### config.mk
export PLATFORM = sky130hd
export DESIGN_NAME = ram_loader
export DESIGN_NICKNAME = d
export VERILOG_FILES = /design/src/rtl/cpu_pkg.sv /design/src/rtl/word_assembler.sv /design/src/rtl/ram_loader.sv
export SDC_FILE = /design/constraint.sdc
export NUM_CORES = 1
export LEC_CHECK = 0
export CAP_MARGIN = 20
export CORE_MARGIN = 2
export CORE_UTILIZATION = 35
export CTS_BUF_LIST = sky130_fd_sc_hd__clkbuf_8
export DETAILED_ROUTE_END_ITERATION = 8
export PLACE_DENSITY = 0.55
export SYNTH_ARGS = -nofsm -noshare
export SYNTH_HDL_FRONTEND = slang
export SYNTH_HIERARCHICAL = 1
export SYNTH_SLANG_ARGS = --single-unit
### constraint.sdc
create_clock -name clk -period 2.1 [get_ports clk]
set_input_delay 0.21 -clock clk [delete_from_list [all_inputs] [get_ports clk]]
set_output_delay 0.21 -clock clk [all_outputs]
set_load 0.01 [all_outputs]
### src/rtl/cpu_pkg.sv
// Shared CPU constants: RAM geometry, loader sync byte and loader FSM state encodings.
package cpu_pkg;

  localparam int unsigned ADDR_W = 8;
  localparam int unsigned DATA_W = 16;

  localparam logic [7:0] SyncByteDef = 8'hA5;

  localparam logic [2:0] StIdle = 3'd0;
  localparam logic [2:0] StCnt  = 3'd1;
  localparam logic [2:0] StHi   = 3'd2;
  localparam logic [2:0] StLo   = 3'd3;
  localparam logic [2:0] StWr   = 3'd4;
  localparam logic [2:0] StChk  = 3'd5;
  localparam logic [2:0] StDone = 3'd6;
  localparam logic [2:0] StErr  = 3'd7;

endpackage

### src/rtl/word_assembler.sv
// Builds a 16-bit word from high/low bytes; keeps the frame XOR checksum when
// LOADER_CHECKSUM_EN is defined (otherwise csum_o is tied 0).
module word_assembler
  import cpu_pkg::*;
(
  input  logic              clk,
  input  logic              rst,
  input  logic              clear_i,
  input  logic              hi_we_i,
  input  logic              lo_we_i,
  input  logic [7:0]        byte_i,
  output logic [DATA_W-1:0] word_o,
  output logic [7:0]        csum_o
);

  logic [DATA_W-1:0] word_q, word_d;

  always_comb begin
    word_d = word_q;
    if (hi_we_i) word_d[15:8] = byte_i;
    if (lo_we_i) word_d[7:0]  = byte_i;
  end

  always_ff @(posedge clk) begin
    if (rst) word_q <= '0;
    else     word_q <= word_d;
  end

  assign word_o = word_q;

`ifdef LOADER_CHECKSUM_EN
  logic [7:0] csum_q, csum_d;

  always_comb begin
    csum_d = csum_q;
    if (clear_i)                 csum_d = 8'h00;
    else if (hi_we_i || lo_we_i) csum_d = csum_q ^ byte_i;
  end

  always_ff @(posedge clk) begin
    if (rst) csum_q <= 8'h00;
    else     csum_q <= csum_d;
  end

  assign csum_o = csum_q;
`else
  logic unused_clear;
  assign unused_clear = clear_i;
  assign csum_o       = 8'h00;
`endif

endmodule

### src/rtl/ram_loader.sv
// Framed byte-stream program loader for the 256x16 CPU RAM; holds the CPU in reset
// until a frame loads. Trailing checksum byte enabled by LOADER_CHECKSUM_EN.
module ram_loader
  import cpu_pkg::*;
#(
  parameter logic [ADDR_W-1:0] BASE_ADDR = 8'h00,
  parameter logic [7:0]        SYNC_BYTE = SyncByteDef
) (
  input  logic              clk,
  input  logic              rst,
  input  logic [7:0]        byte_in,
  input  logic              byte_valid,
  output logic              byte_ready,
  output logic [ADDR_W-1:0] mem_addr,
  output logic [DATA_W-1:0] mem_data,
  output logic              mem_we,
  output logic              cpu_rst,
  output logic              load_done,
  output logic              load_err
);

  logic [2:0]        state_q, state_d;
  logic [8:0]        cnt_q, cnt_d;
  logic [ADDR_W-1:0] ptr_q, ptr_d;
  logic              clear, hi_we, lo_we, xfer, is_sync;
  logic [7:0]        csum;

  assign xfer    = byte_valid && byte_ready;
  assign is_sync = (byte_in == SYNC_BYTE);

  always_comb begin
    state_d = state_q;
    cnt_d   = cnt_q;
    ptr_d   = ptr_q;
    clear   = 1'b0;
    hi_we   = 1'b0;
    lo_we   = 1'b0;
    unique case (state_q)
      StIdle: begin
        if (xfer && is_sync) begin
          state_d = StCnt;
          clear   = 1'b1;
        end
      end
      StCnt: begin
        if (xfer) begin
          // A count of zero encodes a full 256-word frame.
          cnt_d   = {byte_in == 8'h00, byte_in};
          ptr_d   = BASE_ADDR;
          state_d = StHi;
        end
      end
      StHi: begin
        if (xfer) begin
          hi_we   = 1'b1;
          state_d = StLo;
        end
      end
      StLo: begin
        if (xfer) begin
          lo_we   = 1'b1;
          state_d = StWr;
        end
      end
      StWr: begin
        ptr_d = ptr_q + 8'd1;
        cnt_d = cnt_q - 9'd1;
        if (cnt_q == 9'd1) begin
`ifdef LOADER_CHECKSUM_EN
          state_d = StChk;
`else
          state_d = StDone;
`endif
        end else begin
          state_d = StHi;
        end
      end
`ifdef LOADER_CHECKSUM_EN
      StChk: begin
        if (xfer) state_d = (byte_in == csum) ? StDone : StErr;
      end
      StErr: begin
        if (xfer && is_sync) begin
          state_d = StCnt;
          clear   = 1'b1;
        end
      end
`endif
      StDone: begin
        if (xfer && is_sync) begin
          state_d = StCnt;
          clear   = 1'b1;
        end
      end
      default: state_d = StIdle;
    endcase
  end

  always_ff @(posedge clk) begin
    if (rst) begin
      state_q <= StIdle;
      cnt_q   <= 9'd0;
      ptr_q   <= BASE_ADDR;
    end else begin
      state_q <= state_d;
      cnt_q   <= cnt_d;
      ptr_q   <= ptr_d;
    end
  end

  word_assembler u_word_assembler (
    .clk     (clk),
    .rst     (rst),
    .clear_i (clear),
    .hi_we_i (hi_we),
    .lo_we_i (lo_we),
    .byte_i  (byte_in),
    .word_o  (mem_data),
    .csum_o  (csum)
  );

  // All outputs decode the registered state only.
  assign byte_ready = (state_q != StWr);
  assign mem_we     = (state_q == StWr);
  assign mem_addr   = ptr_q;
  assign cpu_rst    = (state_q != StDone);
  assign load_done  = (state_q == StDone);

`ifdef LOADER_CHECKSUM_EN
  assign load_err = (state_q == StErr);
`else
  logic unused_csum;
  assign unused_csum = ^csum;
  assign load_err    = 1'b0;
`endif

endmodule

==> results of run 1 <==
-- critical path: stages, from the launching register on --
cell	delay, ps
dfxtp_1	530
nor3b_4	90
inv_2	240
clkdlybuf4s50_1	600
-- state kept, by name, summed over array words and instances (netlist names) --
name                     count
cnt_q                        9
mem_addr                     8
state_q                      3
u_word_assembler/word_o     16
-- metal layers --
layer / global-route usage, % / vias up
met5: 0 / -
met4: 5.36 / 0
met1: 21.2 / 721
li1: - / 757
met2: 24.9 / 40
met3: 4.42 / 5
-- per-stage QoR --
step | setup WS, ps | total power (uW) | utilization (%) | cell area [um2] | hold WS, ps
after floorplan | 660 | 718 | - | 1760 | 328
after global placement | 310 | 751 | 44.9 | 2150 | 476
after detailed placement | 278 | 751 | 44.9 | 2150 | 486
after CTS | 60.8 | 1200 | 46.6 | 2230 | 503
after global routing | 77.0 | 1230 | 46.6 | 2230 | 526
final | 142 | 1180 | 46.6 | 2230 | 498
-- final cells by class --
type | instances | area (um2)
fill | 476 | 2560
multi-input combinational | 135 | 898
sequential | 36 | 722
timing repair buffer | 44 | 425
tap | 67 | 83.8
clock buffer | 5 | 68.8
inverter | 6 | 22.5
clock inverter | 2 | 8.76
-- cells in the final DEF (no fill, tap or decap), types with 2 or more instances in the layout --
| cell | count |
|---|---|
| nand3_1 | 3 |
| nor2_1 | 33 |
| clkbuf_8 | 5 |
| nor3_1 | 2 |
| a211oi_1 | 2 |
| and3_1 | 5 |
| nor4_1 | 2 |
| dfxtp_1 | 35 |
| a311oi_1 | 2 |
| nand2_1 | 9 |
| inv_1 | 6 |
| a22oi_1 | 3 |
| a21oi_1 | 12 |
| ha_1 | 3 |
| clkdlybuf4s50_1 | 38 |
| o311ai_0 | 2 |
| mux2i_1 | 16 |
| buf_4 | 6 |
| a221oi_1 | 2 |
| nand3b_1 | 2 |
| o21ai_0 | 6 |
| or2_0 | 2 |
| a31oi_1 | 4 |
| nand4_1 | 3 |
-- power breakdown --
part / leakage, uW / switching (uW) / internal (uW)
registers: 0.000290 / 0.328 / 683
logic: 0.000427 / 28.9 / 23.5
clock network: 0.0000452 / 223 / 220
-- path summary, 6_finish.rpt --
kind	endpoint	slack [ps]	cells past startpoint
worst max-delay path	byte_ready	140	3
worst min-delay path	u_word_assembler/word_o[3]	500	2
worst max register to register	cnt_q[4]	540	5
worst min register to register	u_word_assembler/word_o[3]	500	2
==> impl_metrics.py, run 1 <==
metrics = {
    "status": {
        "status": "finished, final reports clean",
    },
    "setup_path": {
        "cp_max_fo": 13,
        "worstSetupPathType": "register to output pin",
        "required_ps": 1890,
        "cp_data_arrival_time_ps": 1750,
        "start_kind": "register",
        "end_kind": "output pin",
        "startpoint": "state_q[0]",
        "r2r_start": "state_q[0]",
    },
    "placed_design": {
        "dp_cells": 288,
        "gp_congestion": 0.862,
        "port_buffers": 38,
        "place_hpwl_um": 3120,
    },
    "clock_network": {
        "cts-resized-gates": 0,
        "clkLatencyLatePin_ps": 280,
        "clkSinkCount": 36,
        "cts_setup_buffers": 0,
        "h-tree-depth": 2,
        "holdBufCountCts": 0,
        "path_clk_slew_ps": 70,
        "clockRootBuffer": "clkbuf_8",
        "cts.path.max_buffers": 2,
        "cts_tree": "yes",
        "cts_buffers": 5,
    },
    "sta": {
        "finalHoldViolations": 0,
        "timing.fmax_mhz": 511,
        "tns_ps": 0,
        "rsz0062_at_grt": "false",
        "setup_viol": 0,
        "fin_crit_ps": 1960,
        "drv_slew": 0,
        "period_share_pct": 93.2,
        "fin_skew_ps": 5.46,
    },
    "detailed_routing": {
        "remaining_drc_errors": 0,
        "highest_layer": "met4",
        "routed_wirelength_um": 4210,
        "dr.pass1.iters": 6,
        "dr_total_vias": 1523,
        "drt_iter0_drc": 62,
        "ant_nets": 0,
        "post_drt_wl_per_cell_um": 14.3,
        "wl_met1_um": 1980,
        "dr_wl_met3_um": 201,
        "via_per_inst": 5.16,
        "dr_wl_met2_um": 1970,
    },
    "pwr": {
        "power.leakage_uw": 0.000762,
        "ir_drop_mv": 0.297,
        "powerDensity_nw_per_um2": 529,
    },
    "floorplanning": {
        "pin_count": 40,
        "rows": 25,
        "dieArea_um2": 5600,
        "die_w_um": 74.8,
        "coreArea_um2": 4790,
        "die_h_um": 74.8,
        "initial_core_util_pct": 36.7,
    },
    "grt": {
        "grt_max_degree": 18,
        "antenna_found_initial": 0,
        "grt_pass1_vias": 1348,
        "overflow": 0,
        "grt_usage_pct": 15.9,
        "grt_pass1_wl_um": 6670,
    },
    "final_layout": {
        "drive_above_1_share_pct": 11.0,
        "diodes": 0,
        "final_nets": 242,
        "finalNonFillerCells": 295,
        "area_growth_pct": 26.9,
    },
    "synth": {
        "syn_nets": 205,
        "ys.warnings.count": 6,
        "postSynthCellCount": 191,
        "synth_area_um2": 1760,
        "avgSynthCellArea_um2": 9.20,
    },
    "hold_path": {
        "worstHoldStart": "u_word_assembler/word_o[3]",
        "hp-class": "register to register",
    },
    "run": {
        "maxCapViolations": 0,
    },
}
Power figures use the tool's default switching activity.
==> inputs of run 2 (changes only) <==
- GPL_TIMING_DRIVEN: unset -> 0
- SKIP_CTS_REPAIR_TIMING: unset -> 1
==> impl_metrics.py, run 2 (synthesis results as in run 1) <==
metrics = {
    "status": {
        "status": "finished, final reports clean",
    },
    "setup_path": {
        "crit_cells": 4,
        "crit_buf_inv": 3,
        "worstPathCellList": "clkbuf_2 -> and3b_2 -> inv_1 -> clkdlybuf4s50_1",
        "worstSetupPathType": "register to output pin",
        "max_stage_delay_ps": 530,
        "required_ps": 1890,
        "cp_data_arrival_time_ps": 1740,
        "cp_slowest_cell": "clkdlybuf4s50_1",
        "worst_path_dominant_cell_family": "buffers and inverters",
        "start_kind": "register",
        "reg2regPathDepth": 6,
        "rrSetupSlack_ps": 370,
        "cp_max_fo": 9,
        "end_kind": "output pin",
    },
    "clock_network": {
        "path_clk_slew_ps": 70,
        "cts_buffers": 5,
        "h-tree-depth": 2,
        "cts_tree": "yes",
        "clkLatencyLatePin_ps": 280,
        "cts.path.max_buffers": 2,
        "clkSinkCount": 36,
        "clockRootBuffer": "clkbuf_8",
    },
    "floorplanning": {
        "die_w_um": 74.8,
        "rows": 25,
        "coreArea_um2": 4790,
        "initial_core_util_pct": 36.7,
        "dieArea_um2": 5600,
        "pin_count": 40,
        "die_h_um": 74.8,
    },
    "hold_path": {
        "hp-class": "primary input to register",
        "holdPathStages": 2,
    },
    "sta": {
        "fin_crit_ps": 1950,
        "fin_skew_ps": 5.53,
        "rsz0062_at_grt": "false",
        "period_share_pct": 93.0,
        "worst_pin_slew_ps": 637,
        "hold_ws_ps": 200,
        "relSlewSlack_pct": 56.9,
        "tns_ps": 0,
        "timing.fmax_mhz": 512,
        "finalHoldViolations": 0,
        "setup_viol": 0,
        "drv_slew": 0,
    },
    "pwr": {
        "powerDensity_nw_per_um2": 537,
        "ir_drop_mv": 0.292,
        "power.leakage_uw": 0.000805,
        "power_frac_comb_pct": 4.3,
        "netSwitchingPower_uw": 273,
        "intPower_uw": 968,
        "swShare_pct": 22.0,
        "clkPwrFrac_pct": 40.7,
        "p_seq_share_pct": 55.0,
    },
    "final_layout": {
        "final_nets": 250,
        "utilization_pct": 48.3,
        "design_area_um2": 2310,
        "drive_above_1_share_pct": 13.5,
        "final_common_cell": "clkdlybuf4s50_1",
        "fill_cells": 482,
        "final_cell_mix": "37 x clkdlybuf4s50_1, 36 x dfxtp_1, 33 x nor2_1, 16 x mux2i_1, 12 x a21oi_1",
        "finalNonFillerCells": 304,
        "diodes": 0,
        "largest_reg_flops": 16,
        "area_growth_pct": 31.6,
    },
    "detailed_routing": {
        "ant_nets": 0,
        "post_drt_wl_per_cell_um": 13.5,
        "remaining_drc_errors": 0,
        "via_per_inst": 4.92,
        "dr.pass1.iters": 4,
        "dr_total_vias": 1496,
        "drt_iter0_drc": 67,
        "routed_wirelength_um": 4110,
    },
    "grt": {
        "antenna_found_initial": 0,
        "grt_max_degree": 12,
        "use_met1_pct": 23.4,
        "grtUsageMet3_pct": 4.28,
        "overflow": 0,
        "grt_pass1_wl_um": 6670,
        "top_usage_layer": "met1",
        "grt_pass1_vias": 1284,
        "use_met2_pct": 21.8,
        "grt_usage_pct": 15.6,
    },
    "placed_design": {
        "placed_cell_area_um2": 2210,
        "place_hpwl_um": 2910,
        "gp_congestion": 0.746,
        "port_buffers": 37,
        "dp_cells": 295,
    },
    "run": {
        "maxCapViolations": 0,
    },
}
-- run 2: cell types whose count changed in the layout (fill, tap and decap cells not counted), moves of 2 or more --
cell      previous run  this run
buf_4                6         3
clkbuf_2             0         2
buf_6                0         7
clkbuf_1             0         2
-- run 2: per-stage QoR --
step | power, uW | setup WS (ps)
after floorplan | 718 | 660
after global placement | 753 | 219
after detailed placement | 752 | 250
after CTS | 1260 | 50.5
after global routing | 1300 | 15.0
final | 1240 | 147
-- run 2: cell type report --
class	instances	area [um2]	share of cell area, %
timing repair buffer	38	378	16.4
inverter	6	22.5	0.975
clock buffer	6	82.6	3.57
clock inverter	2	10.0	0.433
sequential	36	721	31.2
tap	67	83.8	3.63
buffer	14	115	4.98
multi-input combinational	135	898	38.9
-- run 2: worst paths after layout --
path | from | endpoint
setup / recovery | state_q[0] | cpu_rst
hold / removal | rst | u_word_assembler/word_o[7]
setup reg to reg | cnt_q[0] | cnt_q[6]
hold reg to reg | u_word_assembler/word_o[5] | u_word_assembler/word_o[5]
-- run 2: power groups by stage --
stage	registers (uW)	logic (uW)	clock network, uW
2_1_floorplan	698	19.3	0
3_3_place_gp	698	54.1	0
3_5_place_dp	698	53.4	0
4_1_cts	682	53.4	528
5_1_grt	682	57.8	563
6_report	683	52.7	506
-- run 2: per-layer routing --
metal	share of wire (%)	vias to the layer above
li1	-	773
met1	53	696
met2	43	24
met3	3.6	3
met4	0.66	0
met5	0	-
